==> config.mk <==
export PLATFORM = sky130hd
export DESIGN_NAME = alarm_ctrl_unit_flat
export DESIGN_NICKNAME = d
export VERILOG_FILES = /design/src/rtl/alarm_ctrl_unit_pkg.sv /design/src/rtl/alarm_ctrl_unit_if.sv /design/src/rtl/alarm_ctrl_unit_match.sv /design/src/rtl/alarm_ctrl_unit.sv /design/src/flat_wrapper.sv
export SDC_FILE = /design/constraint.sdc
export NUM_CORES = 1
export LEC_CHECK = 0
export ABC_AREA = 1
export CAP_MARGIN = 10
export CORE_UTILIZATION = 53
export CTS_BUF_LIST = sky130_fd_sc_hd__clkbuf_16
export CTS_CLUSTER_SIZE = 12
export DETAILED_ROUTE_END_ITERATION = 10
export PLACE_DENSITY_LB_ADDON = 0.12
export SLEW_MARGIN = 10
export SYNTH_ARGS = -nofsm -noshare
export SYNTH_HDL_FRONTEND = slang
export SYNTH_HIERARCHICAL = 1
export SYNTH_SLANG_ARGS = --single-unit
==> constraint.sdc <==
create_clock -name CLK -period 4.81 [get_ports CLK]
set_input_delay 0.962 -clock CLK [delete_from_list [all_inputs] [get_ports CLK]]
set_output_delay 0.962 -clock CLK [all_outputs]
set_load 0.02 [all_outputs]
==> src/rtl/alarm_ctrl_unit_pkg.sv <==
// Shared widths, state codes and default timing for the alarm sequencer.
// Optional weekday masking is enabled with `define ALARM_CTRL_WEEKDAY_EN.
package alarm_pkg;
  localparam int HOUR_W = 5;
  localparam int MIN_W  = 6;
  localparam int SEC_W  = 6;

  localparam logic [1:0] ST_IDLE    = 2'd0;
  localparam logic [1:0] ST_RINGING = 2'd1;
  localparam logic [1:0] ST_SNOOZE  = 2'd2;

  localparam int RING_TIMEOUT_S_DEF = 60;
  localparam int SNOOZE_S_DEF       = 300;
  localparam int MAX_SNOOZE_DEF     = 3;
  localparam int CNT_W_DEF          = 9;

  typedef struct packed {
    logic [HOUR_W-1:0] hour;
    logic [MIN_W-1:0]  min;
    logic [SEC_W-1:0]  sec;
  } tod_t;
endpackage

==> src/rtl/alarm_ctrl_unit_if.sv <==
// Time, alarm-setting, button and piezo-control signals of the alarm sequencer.
// Weekday signals exist only when ALARM_CTRL_WEEKDAY_EN is defined.
interface alarm_ctrl_unit_if;
  import alarm_pkg::*;

  logic              SEC_TICK;
  logic [HOUR_W-1:0] CUR_HOUR;
  logic [MIN_W-1:0]  CUR_MIN;
  logic [SEC_W-1:0]  CUR_SEC;
  logic [HOUR_W-1:0] ALM_HOUR;
  logic [MIN_W-1:0]  ALM_MIN;
  logic              ALM_ARMED;
  logic              BTN_STOP;
  logic              BTN_SNOOZE;
  logic              ALARM_ENABLE;
  logic              ALARM_DOING;
  logic [1:0]        ALM_STATE;
  logic [1:0]        SNOOZE_LEFT;
`ifdef ALARM_CTRL_WEEKDAY_EN
  logic [2:0]        CUR_DOW;
  logic [6:0]        ALM_DOW_MASK;
`endif

  modport master (
`ifdef ALARM_CTRL_WEEKDAY_EN
    output CUR_DOW, ALM_DOW_MASK,
`endif
    output SEC_TICK, CUR_HOUR, CUR_MIN, CUR_SEC, ALM_HOUR, ALM_MIN,
    output ALM_ARMED, BTN_STOP, BTN_SNOOZE,
    input  ALARM_ENABLE, ALARM_DOING, ALM_STATE, SNOOZE_LEFT
  );

  modport slave (
`ifdef ALARM_CTRL_WEEKDAY_EN
    input  CUR_DOW, ALM_DOW_MASK,
`endif
    input  SEC_TICK, CUR_HOUR, CUR_MIN, CUR_SEC, ALM_HOUR, ALM_MIN,
    input  ALM_ARMED, BTN_STOP, BTN_SNOOZE,
    output ALARM_ENABLE, ALARM_DOING, ALM_STATE, SNOOZE_LEFT
  );
endinterface

==> src/rtl/alarm_ctrl_unit_match.sv <==
// Alarm time comparator: single-cycle TRIGGER at hh:mm:00 of the alarm minute,
// at most once per matching minute (fired flag). Weekday mask under ALARM_CTRL_WEEKDAY_EN.
module alarm_match
  import alarm_pkg::*;
(
  input  logic              CLK,
  input  logic              RESET,
  input  logic              SEC_TICK,
  input  tod_t              cur,
  input  logic [HOUR_W-1:0] ALM_HOUR,
  input  logic [MIN_W-1:0]  ALM_MIN,
  input  logic              ALM_ARMED,
`ifdef ALARM_CTRL_WEEKDAY_EN
  input  logic [2:0]        CUR_DOW,
  input  logic [6:0]        ALM_DOW_MASK,
`endif
  output logic              TRIGGER
);
  logic fired;
  logic same_min;
  logic dow_ok;

  assign same_min = (cur.hour == ALM_HOUR) && (cur.min == ALM_MIN);

`ifdef ALARM_CTRL_WEEKDAY_EN
  // Pad the mask so day code 7 lands on a constant zero.
  logic [7:0] mask_ext;
  assign mask_ext = {1'b0, ALM_DOW_MASK};
  assign dow_ok   = mask_ext[CUR_DOW];
`else
  assign dow_ok   = 1'b1;
`endif

  // Combinational so the FSM can move on the very edge that samples the tick.
  assign TRIGGER = SEC_TICK & ALM_ARMED & same_min & (cur.sec == '0) & ~fired & dow_ok;

  always_ff @(posedge CLK) begin
    if (RESET)          fired <= 1'b0;
    else if (!same_min) fired <= 1'b0;
    else if (TRIGGER)   fired <= 1'b1;
  end
endmodule

==> src/rtl/alarm_ctrl_unit.sv <==
// Alarm sequencer IDLE/RINGING/SNOOZE feeding the piezo tone generator.
// Define ALARM_CTRL_WEEKDAY_EN to add day-of-week masking of the match.
module alarm_ctrl_unit
  import alarm_pkg::*;
#(
  parameter int RING_TIMEOUT_S = RING_TIMEOUT_S_DEF,
  parameter int SNOOZE_S       = SNOOZE_S_DEF,
  parameter int MAX_SNOOZE     = MAX_SNOOZE_DEF,
  parameter int CNT_W          = CNT_W_DEF
) (
  input logic         CLK,
  input logic         RESET,
  alarm_ctrl_unit_if.slave bus
);
  localparam logic [CNT_W-1:0] RING_LAST = CNT_W'(RING_TIMEOUT_S - 1);
  localparam logic [CNT_W-1:0] SNZ_LOAD  = CNT_W'(SNOOZE_S - 1);
  localparam logic [1:0]       SNZ_MAX   = 2'(MAX_SNOOZE);

  logic             trigger;
  tod_t             cur;
  logic [1:0]       state, state_nxt;
  logic [CNT_W-1:0] cnt, cnt_nxt;
  logic [1:0]       left, left_nxt;
  logic             en_q, doing_q;

  assign cur = '{hour: bus.CUR_HOUR, min: bus.CUR_MIN, sec: bus.CUR_SEC};

  alarm_match u_match (
    .CLK          (CLK),
    .RESET        (RESET),
    .SEC_TICK     (bus.SEC_TICK),
    .cur          (cur),
    .ALM_HOUR     (bus.ALM_HOUR),
    .ALM_MIN      (bus.ALM_MIN),
    .ALM_ARMED    (bus.ALM_ARMED),
`ifdef ALARM_CTRL_WEEKDAY_EN
    .CUR_DOW      (bus.CUR_DOW),
    .ALM_DOW_MASK (bus.ALM_DOW_MASK),
`endif
    .TRIGGER      (trigger)
  );

  // Priority: disarm > stop > snooze > timeout/expiry > match.
  always_comb begin
    state_nxt = state;
    cnt_nxt   = cnt;
    left_nxt  = left;
    if (!bus.ALM_ARMED) begin
      state_nxt = ST_IDLE;
    end else begin
      case (state)
        ST_IDLE: begin
          if (trigger) begin
            state_nxt = ST_RINGING;
            cnt_nxt   = '0;
            left_nxt  = SNZ_MAX;
          end
        end
        ST_RINGING: begin
          if (bus.BTN_STOP) begin
            state_nxt = ST_IDLE;
          end else if (bus.BTN_SNOOZE && left != 2'd0) begin
            state_nxt = ST_SNOOZE;
            cnt_nxt   = SNZ_LOAD;
            left_nxt  = left - 2'd1;
          end else if (bus.SEC_TICK) begin
            if (cnt == RING_LAST) begin
              state_nxt = ST_IDLE;
              cnt_nxt   = '0;
            end else begin
              cnt_nxt   = cnt + 1'b1;
            end
          end
        end
        ST_SNOOZE: begin
          if (bus.BTN_STOP) begin
            state_nxt = ST_IDLE;
          end else if (bus.SEC_TICK) begin
            if (cnt == '0) state_nxt = ST_RINGING;
            else           cnt_nxt   = cnt - 1'b1;
          end
        end
        default: state_nxt = ST_IDLE;
      endcase
    end
  end

  always_ff @(posedge CLK) begin
    if (RESET) begin
      state   <= ST_IDLE;
      cnt     <= '0;
      left    <= SNZ_MAX;
      en_q    <= 1'b0;
      doing_q <= 1'b0;
    end else begin
      state   <= state_nxt;
      cnt     <= cnt_nxt;
      left    <= left_nxt;
      en_q    <= bus.ALM_ARMED;
      doing_q <= (state_nxt == ST_RINGING);
    end
  end

  assign bus.ALM_STATE    = state;
  assign bus.SNOOZE_LEFT  = left;
  assign bus.ALARM_ENABLE = en_q;
  assign bus.ALARM_DOING  = doing_q;
endmodule

==> src/flat_wrapper.sv <==
// flat-port wrapper written by rule: the top's interface ports become plain ports
module alarm_ctrl_unit_flat import alarm_pkg::*;
#(
  parameter int RING_TIMEOUT_S = RING_TIMEOUT_S_DEF,
  parameter int SNOOZE_S       = SNOOZE_S_DEF,
  parameter int MAX_SNOOZE     = MAX_SNOOZE_DEF,
  parameter int CNT_W          = CNT_W_DEF
)
  (CLK, RESET, bus_SEC_TICK, bus_CUR_HOUR, bus_CUR_MIN, bus_CUR_SEC, bus_ALM_HOUR, bus_ALM_MIN, bus_ALM_ARMED, bus_BTN_STOP, bus_BTN_SNOOZE, bus_ALARM_ENABLE, bus_ALARM_DOING, bus_ALM_STATE, bus_SNOOZE_LEFT);
  alarm_ctrl_unit_if bus_i ();
  input logic CLK;
  input logic RESET;
  input wire logic [$bits(bus_i.SEC_TICK)-1:0] bus_SEC_TICK;
  input wire logic [$bits(bus_i.CUR_HOUR)-1:0] bus_CUR_HOUR;
  input wire logic [$bits(bus_i.CUR_MIN)-1:0] bus_CUR_MIN;
  input wire logic [$bits(bus_i.CUR_SEC)-1:0] bus_CUR_SEC;
  input wire logic [$bits(bus_i.ALM_HOUR)-1:0] bus_ALM_HOUR;
  input wire logic [$bits(bus_i.ALM_MIN)-1:0] bus_ALM_MIN;
  input wire logic [$bits(bus_i.ALM_ARMED)-1:0] bus_ALM_ARMED;
  input wire logic [$bits(bus_i.BTN_STOP)-1:0] bus_BTN_STOP;
  input wire logic [$bits(bus_i.BTN_SNOOZE)-1:0] bus_BTN_SNOOZE;
  output wire logic [$bits(bus_i.ALARM_ENABLE)-1:0] bus_ALARM_ENABLE;
  output wire logic [$bits(bus_i.ALARM_DOING)-1:0] bus_ALARM_DOING;
  output wire logic [$bits(bus_i.ALM_STATE)-1:0] bus_ALM_STATE;
  output wire logic [$bits(bus_i.SNOOZE_LEFT)-1:0] bus_SNOOZE_LEFT;
  assign bus_i.SEC_TICK = bus_SEC_TICK;
  assign bus_i.CUR_HOUR = bus_CUR_HOUR;
  assign bus_i.CUR_MIN = bus_CUR_MIN;
  assign bus_i.CUR_SEC = bus_CUR_SEC;
  assign bus_i.ALM_HOUR = bus_ALM_HOUR;
  assign bus_i.ALM_MIN = bus_ALM_MIN;
  assign bus_i.ALM_ARMED = bus_ALM_ARMED;
  assign bus_i.BTN_STOP = bus_BTN_STOP;
  assign bus_i.BTN_SNOOZE = bus_BTN_SNOOZE;
  assign bus_ALARM_ENABLE = bus_i.ALARM_ENABLE;
  assign bus_ALARM_DOING = bus_i.ALARM_DOING;
  assign bus_ALM_STATE = bus_i.ALM_STATE;
  assign bus_SNOOZE_LEFT = bus_i.SNOOZE_LEFT;
  alarm_ctrl_unit #(.RING_TIMEOUT_S(RING_TIMEOUT_S), .SNOOZE_S(SNOOZE_S), .MAX_SNOOZE(MAX_SNOOZE), .CNT_W(CNT_W)) u_core (.CLK(CLK), .RESET(RESET), .bus(bus_i));
endmodule
==> load_flow_metrics.sql, run 1 <==
INSERT INTO impl_metrics (metric_group, metric, value, unit) VALUES
('outcome', 'status', 'finished, final reports clean', ''),
('floorplanning', 'floorplan.die.width', '55.7', 'um'),
('global_route', 'track_usage', '26.4', '%'),
('global_route', 'grt_remaining_overflow', '0', ''),
('logic_synthesis', 'synthMostInstantiatedCell', 'sky130_fd_sc_hd__nand2_1', ''),
('global_route', 'antenna_found_initial', '0', ''),
('logic_synthesis', 'yosys.cell_types.count', '26', ''),
('detailed_routing', 'route.final.wire_length', '3720', 'um'),
('critical_path', 'crit_slowest_cell', 'sky130_fd_sc_hd__clkdlybuf4s50_1', ''),
('min_path', 'hold_path.class', 'flop to flop', ''),
('critical_path', 'path_cells', 'clkdlybuf4s50_1, xnor2_1, nand2_1, nor2_1, nand3_1, nor2_1, nor2_1, nor2_2, nand2_1, nor2_4, nand2_4, nor2_8, nand2_1, a21oi_1', ''),
('logic_synthesis', 'postSynth.asyncResetShare', '0', '%'),
('pwr', 'power_density', '172', 'nW/um2'),
('detailed_routing', 'final_antenna_net_count', '0', ''),
('logic_synthesis', 'synthesis.nets', '306', ''),
('clocking', 'setup_repair_bufs_after_cts', '0', ''),
('pwr', 'p_seq_share', '38.6', '%'),
('final_layout', 'multi_input_area', '1010', 'um2'),
('sta', 'finalWorstPathRequiredPeriod', '2.73', 'ns'),
('logic_synthesis', 'synth_warnings', '6', ''),
('final_layout', 'final_cell_count_without_fillers', '332', ''),
('logic_synthesis', 'synth-edff-count', '0', ''),
('logic_synthesis', 'yosysTopAreaCell', 'sky130_fd_sc_hd__nand2_1', ''),
('clocking', 'clock_tree_root_buffer_cell', 'sky130_fd_sc_hd__clkbuf_16', ''),
('pwr', 'cell_internal_pwr', '0.275', 'mW'),
('clocking', 'post_cts_resize_count', '0', ''),
('critical_path', 'critical_path_required', '4.98', 'ns'),
('logic_synthesis', 'synth.yosys.seq_area_share', '20.9', '%'),
('sta', 'final_hold_viol_count', '0', ''),
('sta', 'min_period_over_period', '56.8', '%'),
('clocking', 'cts_tree', 'built', ''),
('final_layout', 'sequential_standard_cell_area', '320', 'um2'),
('logic_synthesis', 'yosys.area_share.adder', '7.36', '%'),
('detailed_routing', 'detailedRoute.firstIterationViolations', '73', ''),
('logic_synthesis', 'ys_dominant_reg_cell', 'sky130_fd_sc_hd__dfxtp_1', ''),
('critical_path', 'critical_path.max_stage_delay', '0.47', 'ns'),
('global_route', 'global_route_wire_length_before_repair', '6640', 'um'),
('clocking', 'cts-hold-fix-buffers', '0', ''),
('logic_synthesis', 'combinational_family_with_the_most_area_after_synthesis', 'simple AND/OR/NAND/NOR gates', ''),
('clocking', 'clkSlewWorstSetupHoldPaths', '0.05', 'ns'),
('final_layout', 'fill_cell_instance_count_of_the_final_layout', '239', ''),
('placement', 'globalplace.congestion', '0.923', ''),
('clocking', 'cts_buffers', '3', ''),
('sta', 'max_slew.worst_pin.slew', '0.486', 'ns'),
('critical_path', 'startpoint_type', 'input port', ''),
('pwr', 'comb_power_share', '13.9', '%'),
('logic_synthesis', 'synth_instances', '263', ''),
('sta', 'highest_clock_frequency_the_design_can_meet', '366', 'MHz'),
('run', 'maxCapViolCount', '0', ''),
('logic_synthesis', 'yosys_register_bits', '16', ''),
('sta', 'maxSlewHeadroom', '67.5', '%'),
('critical_path', 'worst-endpoint-arrival', '2.90', 'ns'),
('placement', 'buffer_ports.inserted', '39', ''),
('sta', 'grt_setup_unrepaired', 'false', ''),
('sta', 'timing.clock.skew', '0.000836', 'ns'),
('sta', 'timing.final.setup_violations', '0', ''),
('logic_synthesis', 'postSynthAreaPerCell', '5.81', 'um2'),
('critical_path', 'critical_path.endpoint_type', 'flop', ''),
('placement', 'dp.final_hpwl', '2930', 'um'),
('critical_path', 'worst-setup-path-type', 'input port to flop', ''),
('final_layout', 'antenna-diode-count', '0', ''),
('clocking', 'clock_path_buffers', '2', ''),
('logic_synthesis', 'proportion_of_netlist_area_held_by_the_largest_area_contributor', '21.4', '%'),
('logic_synthesis', 'synth_xor_area_share', '4.58', '%'),
('pwr', 'total_power', '0.345', 'mW'),
('final_layout', 'area_added_between_synthesis_and_finish', '31.3', '%'),
('detailed_routing', 'routed_wire_length_per_instance', '11.2', 'um'),
('floorplanning', 'initial_utilization', '55.9', '%'),
('placement', 'place_inst', '328', ''),
('floorplanning', 'core_region_area', '2730', 'um2'),
('final_layout', 'num-nets-final', '345', '');
-- metrics by stage --
step | worst slack (ns) | util, % | instance area [um2] | hold slack [ns]
6_report | 2.08 | 73.4 | 2010 | 0.501
2_1_floorplan | 2.53 | - | 1530 | 0.484
3_3_place_gp | 1.87 | 70.5 | 1930 | 0.480
3_5_place_dp | 1.82 | 70.5 | 1930 | 0.485
4_1_cts | 2.05 | 73.4 | 2010 | 0.502
5_1_grt | 1.88 | 73.4 | 2010 | 0.544
-- power groups by stage --
stage	Clock (mW)	Sequential (mW)	Combinational, mW
final	0.164	0.133	0.0480
after global routing	0.173	0.133	0.0540
after CTS	0.165	0.133	0.0485
after detailed placement	0	0.136	0.0485
after global placement	0	0.136	0.0471
after floorplan	0	0.137	0.0150
-- layout make-up --
cell class              count  share of cell area (%)
flip-flops and latches     16                    16.0
well taps                  31                    1.93
inverters                  46                    8.60
repair buffers             39                    19.5
clock buffers               3                    3.74
clock inverters             1                   0.187
multi-input cells         196                    50.1
-- layout by cell type (no fill, tap or decap) --
cell	n
sky130_fd_sc_hd__o21ai_0	13
sky130_fd_sc_hd__nand2_1	87
sky130_fd_sc_hd__nor2_4	1
sky130_fd_sc_hd__nor2_2	4
sky130_fd_sc_hd__nand2_2	2
sky130_fd_sc_hd__xor2_1	3
sky130_fd_sc_hd__o21ai_2	2
sky130_fd_sc_hd__nand2_4	1
sky130_fd_sc_hd__a21oi_2	1
sky130_fd_sc_hd__nand4_1	4
sky130_fd_sc_hd__nor3b_1	1
sky130_fd_sc_hd__nor2_1	18
sky130_fd_sc_hd__a22oi_1	1
sky130_fd_sc_hd__dfxtp_1	16
sky130_fd_sc_hd__clkinv_1	1
sky130_fd_sc_hd__o211ai_1	1
sky130_fd_sc_hd__clkdlybuf4s50_1	39
sky130_fd_sc_hd__inv_1	42
sky130_fd_sc_hd__nand3_1	22
sky130_fd_sc_hd__xnor2_1	5
sky130_fd_sc_hd__a21oi_1	18
sky130_fd_sc_hd__clkbuf_16	3
sky130_fd_sc_hd__inv_2	4
sky130_fd_sc_hd__nor3_1	2
sky130_fd_sc_hd__nor2_8	1
sky130_fd_sc_hd__ha_1	9
-- worst max-delay path: cells and delay by family --
kind	cells	cell delay, ns
buffers and inverters	1	0.47
XOR/XNOR	1	0.11
AND/OR/NAND/NOR	11	1.21
AO/OA/AOI/OAI	1	0.12
-- logic make-up after synthesis --
logic type               after synthesis
buffers and inverters                 51
adder cells (fa/ha/maj)                9
AO/OA/AOI/OAI                         36
XOR/XNOR                               8
AND/OR/NAND/NOR                      143
flip-flops                            16
-- registers in the layout, indices dropped and copies added, names as in the netlist --
register and count:
u_core/bus.ALARM_DOING 1, u_core/bus.ALARM_ENABLE 1, u_core/bus.ALM_STATE 2, u_core/bus.SNOOZE_LEFT 2, u_core/cnt 9, u_core/u_match/fired 1
-- layer usage --
| metal | up-vias | track usage, % | wire (um) |
|---|---|---|---|
| li1 | 895 | - | - |
| met1 | 719 | 29.1 | 1510 |
| met2 | 71 | 48.9 | 1860 |
| met3 | 16 | 5.81 | 244 |
| met4 | 0 | 10.4 | 106 |
| met5 | - | 0 | 0 |
-- path summary, 6_finish.rpt --
path	slack, ns	end	cells after the start	startpoint
hold reg to reg	0.50	u_core/bus.SNOOZE_LEFT[1]$_SDFFE_PP1P_	2	u_core/bus.SNOOZE_LEFT[1]$_SDFFE_PP1P_
setup reg to reg	2.81	u_core/cnt[1]$_SDFFE_PP0P_	9	u_core/bus.ALM_STATE[0]$_SDFF_PP0_
hold / removal	0.50	u_core/bus.SNOOZE_LEFT[1]$_SDFFE_PP1P_	2	u_core/bus.SNOOZE_LEFT[1]$_SDFFE_PP1P_
setup / recovery	2.08	u_core/cnt[7]$_SDFFE_PP0P_	14	bus_CUR_MIN[1]
(Power assumes the default switching activity.)
==> run 2: changes to the inputs <==
Settings changed: CORE_UTILIZATION 53 to 44.
Clock period 4.81 ns to 2.5 ns, I/O delays scaled along.
==> load_flow_metrics.sql, run 2 (synthesis gave the netlist of run 1 again) <==
INSERT INTO impl_metrics (metric_group, metric, value, unit) VALUES
('sta', 'grt_setup_unrepaired', 'false', ''),
('final_layout', 'sequential_standard_cell_area', '320', 'um2'),
('critical_path', 'critical_path.endpoint_type', 'flop', ''),
('clocking', 'cts_tree', 'built', ''),
('floorplanning', 'io_pins', '40', ''),
('sta', 'timing.clock.skew', '0.00127', 'ns'),
('clocking', 'cts_buffers', '3', ''),
('final_layout', 'layout.cells.most_common', 'sky130_fd_sc_hd__nand2_1', ''),
('sta', 'max_slew.worst_pin.slew', '0.342', 'ns'),
('detailed_routing', 'detail_route.drc_violations', '0', ''),
('critical_path', 'critical_path_required', '2.68', 'ns'),
('clocking', 'clock_sinks', '16', ''),
('global_route', 'track_usage', '22.1', '%'),
('floorplanning', 'initial_utilization', '45.8', '%'),
('global_route', 'grt_remaining_overflow', '0', ''),
('detailed_routing', 'vias', '1675', ''),
('sta', 'timing.final.setup_violations', '0', ''),
('global_route', 'global_route_wire_length_before_repair', '6180', 'um'),
('pwr', 'vdd_ir_drop_max', '518', 'uV'),
('critical_path', 'crit_path_max_fanout', '9', ''),
('detailed_routing', 'routed_wire_length_per_instance', '10.4', 'um'),
('placement', 'globalplace.congestion', '0.904', ''),
('sta', 'highest_clock_frequency_the_design_can_meet', '455', 'MHz'),
('min_path', 'hold_path.class', 'flop to flop', ''),
('floorplanning', 'fp.dieArea', '3710', 'um2'),
('detailed_routing', 'drt_pre_antenna_iters', '4', ''),
('final_layout', 'largest_register', 'u_core/cnt', ''),
('clocking', 'clock_path_buffers', '2', ''),
('run', 'maxCapViolCount', '0', ''),
('sta', 'slew_viol_final', '0', ''),
('detailed_routing', 'routed_via_density', '4.77', ''),
('clocking', 'clkSlewWorstSetupHoldPaths', '0.05', 'ns'),
('clocking', 'setup_repair_bufs_after_cts', '0', ''),
('final_layout', 'fill_cell_instance_count_of_the_final_layout', '347', ''),
('critical_path', 'worst-setup-path-type', 'input port to flop', ''),
('final_layout', 'final_core_utilization', '62.0', '%'),
('floorplanning', 'core.rowCount', '21', ''),
('placement', 'dp.final_hpwl', '2980', 'um'),
('final_layout', 'area_added_between_synthesis_and_finish', '35.3', '%'),
('outcome', 'status', 'finished, final reports clean', ''),
('final_layout', 'num-nets-final', '349', ''),
('final_layout', 'multi_input_area', '1010', 'um2'),
('critical_path', 'regToRegStartpoint', 'u_core/bus.ALM_STATE[1]$_SDFF_PP0_', ''),
('global_route', 'grt_start_max_net_pins', '14', ''),
('floorplanning', 'floorplan.die.width', '61.0', 'um'),
('final_layout', 'largest_reg_flops', '9', ''),
('critical_path', 'crit_start', 'bus_ALM_MIN[1]', ''),
('placement', 'buffer_ports.inserted', '39', ''),
('final_layout', 'layout.cells.most_common_list', '87 x sky130_fd_sc_hd__nand2_1, 42 x sky130_fd_sc_hd__inv_1, 39 x sky130_fd_sc_hd__clkdlybuf4s50_1, 22 x sky130_fd_sc_hd__nand3_1', ''),
('critical_path', 'startpoint_type', 'input port', ''),
('detailed_routing', 'detailedRoute.firstIterationViolations', '88', ''),
('pwr', 'static-leakage-power', '1.01', 'nW'),
('global_route', 'antenna_found_initial', '0', ''),
('critical_path', 'worstRegToRegCells', '11', ''),
('critical_path', 'worst-endpoint-arrival', '2.37', 'ns'),
('critical_path', 'r2r_end', 'u_core/cnt[6]$_SDFFE_PP0P_', ''),
('floorplanning', 'die_h', '61.0', 'um'),
('final_layout', 'antenna-diode-count', '0', ''),
('sta', 'final_hold_viol_count', '0', ''),
('clocking', 'cts-hold-fix-buffers', '0', ''),
('final_layout', 'layout-drive-gt1-share', '7.54', '%'),
('sta', 'maxSlewHeadroom', '77.2', '%'),
('clocking', 'htree_num_levels', '1', ''),
('sta', 'finalWorstPathRequiredPeriod', '2.20', 'ns'),
('clocking', 'post_cts_resize_count', '0', ''),
('sta', 'min_period_over_period', '87.9', '%'),
('critical_path', 'reg2reg_slack', '0.62', 'ns'),
('critical_path', 'critPathCapture', 'u_core/cnt[6]$_SDFFE_PP0P_', ''),
('floorplanning', 'core_region_area', '3340', 'um2'),
('detailed_routing', 'final_antenna_net_count', '0', ''),
('global_route', 'first_global_vias', '1484', ''),
('clocking', 'worst_skew_pair.late_latency', '0.24', 'ns'),
('sta', 'timing.setup.tns', '0', 'ns'),
('clocking', 'clock_tree_root_buffer_cell', 'sky130_fd_sc_hd__clkbuf_16', ''),
('pwr', 'power_density', '320', 'nW/um2'),
('detailed_routing', 'route.final.wire_length', '3640', 'um');
[run 2: changes by cell type in the layout (fill, tap and decap cells not counted), sizes merged]
cell / delta
buf: +4
[run 2: layer usage]
layer | share of wire, % | track usage, % | vias up | routed length, um
li1 | - | - | 904 | -
met1 | 44 | 26.8 | 722 | 1600
met2 | 50 | 41.4 | 49 | 1820
met3 | 5.8 | 4.48 | 0 | 212
met4 | 0 | 1.95 | 0 | 0
met5 | 0 | 0 | - | 0
[run 2: metrics by stage]
stage	cells	area [um2]	hold slack, ns	total power, mW	setup WS, ns
floorplan	263	1530	0.484	0.292	0.685
global placement	347	1990	0.483	0.356	0.0732
detailed placement	347	1990	0.486	0.356	0.0148
CTS	351	2070	0.500	0.670	0.266
global route	351	2070	0.542	0.693	0.00426
finish	351	2070	0.498	0.662	0.302
[run 2: critical path, cell delays in order]
cell,delay [ns]
sky130_fd_sc_hd__clkdlybuf4s50_1,0.47
sky130_fd_sc_hd__xnor2_1,0.11
sky130_fd_sc_hd__nand2_1,0.06
sky130_fd_sc_hd__nor2_1,0.12
sky130_fd_sc_hd__nand3_1,0.11
sky130_fd_sc_hd__nor2_1,0.13
sky130_fd_sc_hd__nor2_1,0.08
sky130_fd_sc_hd__nor2_2,0.12
sky130_fd_sc_hd__nand2_1,0.09
sky130_fd_sc_hd__nor2_4,0.13
sky130_fd_sc_hd__nand2_4,0.09
sky130_fd_sc_hd__nor2_8,0.16
sky130_fd_sc_hd__nand2_1,0.07
sky130_fd_sc_hd__a21oi_1,0.12
[run 2: layout make-up]
class / count / share of cell area, %
Tap cell: 46 / 2.78
Sequential cell: 16 / 15.5
Inverter: 46 / 8.35
Clock buffer: 3 / 3.63
Clock inverter: 1 / 0.181
Multi-Input combinational cell: 196 / 48.6
Timing Repair Buffer: 43 / 20.9
[run 2: where the power goes]
group | internal (mW) | switching, mW | total, mW
registers | 0.256 | 0.000205 | 0.256
logic | 0.0623 | 0.0316 | 0.0940
clock network | 0.212 | 0.0994 | 0.312
total | 0.531 | 0.131 | 0.662
[run 2: worst min-delay path by stage]
stage / cells past startpoint / from / endpoint
2_1_floorplan: 2 / u_core/cnt[8]$_SDFFE_PP0P_ / u_core/cnt[8]$_SDFFE_PP0P_
3_3_place_gp: 2 / u_core/bus.SNOOZE_LEFT[0]$_SDFFE_PP1P_ / u_core/bus.SNOOZE_LEFT[0]$_SDFFE_PP1P_
3_5_place_dp: 2 / u_core/bus.SNOOZE_LEFT[0]$_SDFFE_PP1P_ / u_core/bus.SNOOZE_LEFT[0]$_SDFFE_PP1P_
4_1_cts: 2 / u_core/bus.SNOOZE_LEFT[0]$_SDFFE_PP1P_ / u_core/bus.SNOOZE_LEFT[0]$_SDFFE_PP1P_
5_1_grt: 2 / u_core/bus.SNOOZE_LEFT[0]$_SDFFE_PP1P_ / u_core/bus.SNOOZE_LEFT[0]$_SDFFE_PP1P_
6_report: 2 / u_core/bus.SNOOZE_LEFT[0]$_SDFFE_PP1P_ / u_core/bus.SNOOZE_LEFT[0]$_SDFFE_PP1P_
==> run 3: changes to the inputs <==
Settings changed: GPL_TIMING_DRIVEN from default to 0.
==> load_flow_metrics.sql, run 3 (synthesis gave the netlist of run 1 again) <==
INSERT INTO impl_metrics (metric_group, metric, value, unit) VALUES
('outcome', 'status', 'finished, final reports clean', ''),
('critical_path', 'crit_path_max_fanout', '11', ''),
('critical_path', 'critical_path.max_stage_delay', '0.47', 'ns'),
('clocking', 'htree_num_levels', '1', ''),
('sta', 'timing.clock.skew', '0.00494', 'ns'),
('final_layout', 'sequential_standard_cell_area', '320', 'um2'),
('critical_path', 'path_cells', 'clkdlybuf4s50_1, xnor2_1, nand2_1, nor2_2, nand3_2, nor2_2, nor2_1, nor2_2, nand2_1, nor2_4, nand2_8, nor2_4, a22oi_1, nor2_1', ''),
('detailed_routing', 'drt_pre_antenna_iters', '4', ''),
('detailed_routing', 'routed_wire_length_per_instance', '10.7', 'um'),
('detailed_routing', 'vias', '1709', ''),
('sta', 'timing.hold.ws', '0.502', 'ns'),
('critical_path', 'critical_path.endpoint_type', 'flop', ''),
('clocking', 'clock_path_buffers', '2', ''),
('critical_path', 'crit_slowest_cell', 'sky130_fd_sc_hd__clkdlybuf4s50_1', ''),
('final_layout', 'layout.cells.most_common', 'sky130_fd_sc_hd__nand2_1', ''),
('pwr', 'vdd_ir_drop_max', '401', 'uV'),
('final_layout', 'layout-drive-gt1-share', '8.79', '%'),
('final_layout', 'multi_input_area', '1040', 'um2'),
('run', 'maxCapViolCount', '0', ''),
('sta', 'grt_setup_unrepaired', 'false', ''),
('pwr', 'power_density', '319', 'nW/um2'),
('sta', 'slew_viol_final', '0', ''),
('final_layout', 'fill_cell_instance_count_of_the_final_layout', '347', ''),
('floorplanning', 'io_pins', '40', ''),
('critical_path', 'most_repeated_library_cell_on_the_critical_path', 'sky130_fd_sc_hd__nor2_2', ''),
('floorplanning', 'core_region_area', '3340', 'um2'),
('global_route', 'track_usage', '22.1', '%'),
('final_layout', 'final_core_utilization', '62.5', '%'),
('critical_path', 'startpoint_type', 'input port', ''),
('detailed_routing', 'final_antenna_net_count', '0', ''),
('placement', 'globalplace.congestion', '0.856', ''),
('final_layout', 'antenna-diode-count', '0', ''),
('sta', 'final_hold_viol_count', '0', ''),
('floorplanning', 'fp.dieArea', '3710', 'um2'),
('final_layout', 'area_added_between_synthesis_and_finish', '36.4', '%'),
('sta', 'highest_clock_frequency_the_design_can_meet', '448', 'MHz'),
('clocking', 'setup_repair_bufs_after_cts', '0', ''),
('global_route', 'grt_remaining_overflow', '0', ''),
('final_layout', 'layout.cells.most_common_list', '87 x sky130_fd_sc_hd__nand2_1, 42 x sky130_fd_sc_hd__inv_1, 39 x sky130_fd_sc_hd__clkdlybuf4s50_1, 21 x sky130_fd_sc_hd__nand3_1, 18 x sky130_fd_sc_hd__a21oi_1', ''),
('placement', 'placement.cell_area', '1980', 'um2'),
('clocking', 'worst_skew_pair.late_latency', '0.25', 'ns'),
('final_layout', 'largest_register', 'u_core/cnt', ''),
('clocking', 'cts_buffers', '3', ''),
('sta', 'min_period_over_period', '89.3', '%'),
('placement', 'buffer_ports.inserted', '39', ''),
('sta', 'max_slew.worst_pin.slew', '0.570', 'ns'),
('placement', 'dp.final_hpwl', '2810', 'um'),
('sta', 'timing.setup.tns', '0', 'ns'),
('sta', 'maxSlewHeadroom', '62.0', '%'),
('clocking', 'clock_sinks', '16', ''),
('detailed_routing', 'detail_route.drc_violations', '0', ''),
('sta', 'finalWorstPathRequiredPeriod', '2.23', 'ns'),
('final_layout', 'finalInstanceArea', '2090', 'um2'),
('clocking', 'clkSlewWorstSetupHoldPaths', '0.05', 'ns'),
('critical_path', 'worst-endpoint-arrival', '2.41', 'ns'),
('floorplanning', 'die_h', '61.0', 'um'),
('global_route', 'first_global_vias', '1536', ''),
('clocking', 'clock_tree_root_buffer_cell', 'sky130_fd_sc_hd__clkbuf_16', ''),
('floorplanning', 'initial_utilization', '45.8', '%'),
('critical_path', 'critical_path_required', '2.68', 'ns'),
('detailed_routing', 'route.final.wire_length', '3790', 'um'),
('detailed_routing', 'routed_via_density', '4.84', ''),
('floorplanning', 'core.rowCount', '21', ''),
('pwr', 'static-leakage-power', '1.01', 'nW'),
('sta', 'timing.final.setup_violations', '0', ''),
('clocking', 'cts_tree', 'built', ''),
('min_path', 'hold_path.class', 'flop to flop', ''),
('detailed_routing', 'detailedRoute.firstIterationViolations', '127', ''),
('critical_path', 'worst-setup-path-type', 'input port to flop', ''),
('final_layout', 'largest_reg_flops', '9', ''),
('final_layout', 'num-nets-final', '351', ''),
('global_route', 'global_route_wire_length_before_repair', '6270', 'um'),
('global_route', 'antenna_found_initial', '0', ''),
('floorplanning', 'floorplan.die.width', '61.0', 'um'),
('global_route', 'grt_start_max_net_pins', '11', '');
==> run 3: metrics by stage <==
stage / worst slack [ns] / power (mW) / instances
2_1_floorplan: 0.685 / 0.292 / 263
3_3_place_gp: -0.0858 / 0.354 / 348
3_5_place_dp: -0.0973 / 0.355 / 348
4_1_cts: 0.151 / 0.672 / 352
5_1_grt: 0.00620 / 0.692 / 353
6_report: 0.268 / 0.666 / 353
==> run 3: path summary, 6_finish.rpt <==
| kind | start | to | slack, ns | cells past startpoint |
|---|---|---|---|---|
| worst max-delay path | bus_ALM_MIN[1] | u_core/cnt[1]$_SDFFE_PP0P_ | 0.27 | 14 |
| worst min-delay path | u_core/bus.SNOOZE_LEFT[0]$_SDFFE_PP1P_ | u_core/bus.SNOOZE_LEFT[0]$_SDFFE_PP1P_ | 0.50 | 2 |
| worst max register to register | u_core/bus.ALM_STATE[0]$_SDFF_PP0_ | u_core/cnt[1]$_SDFFE_PP0P_ | 0.53 | 10 |
| worst min register to register | u_core/bus.SNOOZE_LEFT[0]$_SDFFE_PP1P_ | u_core/bus.SNOOZE_LEFT[0]$_SDFFE_PP1P_ | 0.50 | 2 |
==> run 3: what timing repair did <==
action | 4_1_cts | 5_1_grt
hold buffers | 0 | 0
endpoints found under the setup margin | 0 | 9
resized for setup | 0 | 4
==> run 3: cell type report <==
cell class | count | share of cell area [%]
tap | 46 | 2.76
clock buffer | 3 | 3.60
timing repair buffer | 39 | 18.7
multi-input combinational | 197 | 49.7
inverter | 46 | 8.28
sequential | 16 | 15.4
buffer | 5 | 1.44
clock inverter | 1 | 0.180
==> run 3: layer usage <==
layer	routed length [um]	vias up	GRT usage (%)
li1	-	909	-
met1	1620	730	26.7
met2	1870	62	39.4
met3	253	8	5.12
met4	51	0	5.52
met5	0	-	0
==> run 3: where the power goes <==
group          internal [mW]  leakage [nW]  total [mW]  switching, mW
registers              0.256         0.129       0.256       0.000209
clock network          0.212        0.0385       0.315          0.103
logic                 0.0608         0.840      0.0941         0.0333
total                  0.529          1.01       0.666          0.137
==> run 3: worst max-delay path: cells and delay by family <==
kind                      cells  cell delay [ns]
AOI/OAI and AO/OA             1             0.09
and+or+nand+nor              11             1.23
buffers and inverters         1             0.47
xor gates and xnor gates      1             0.11
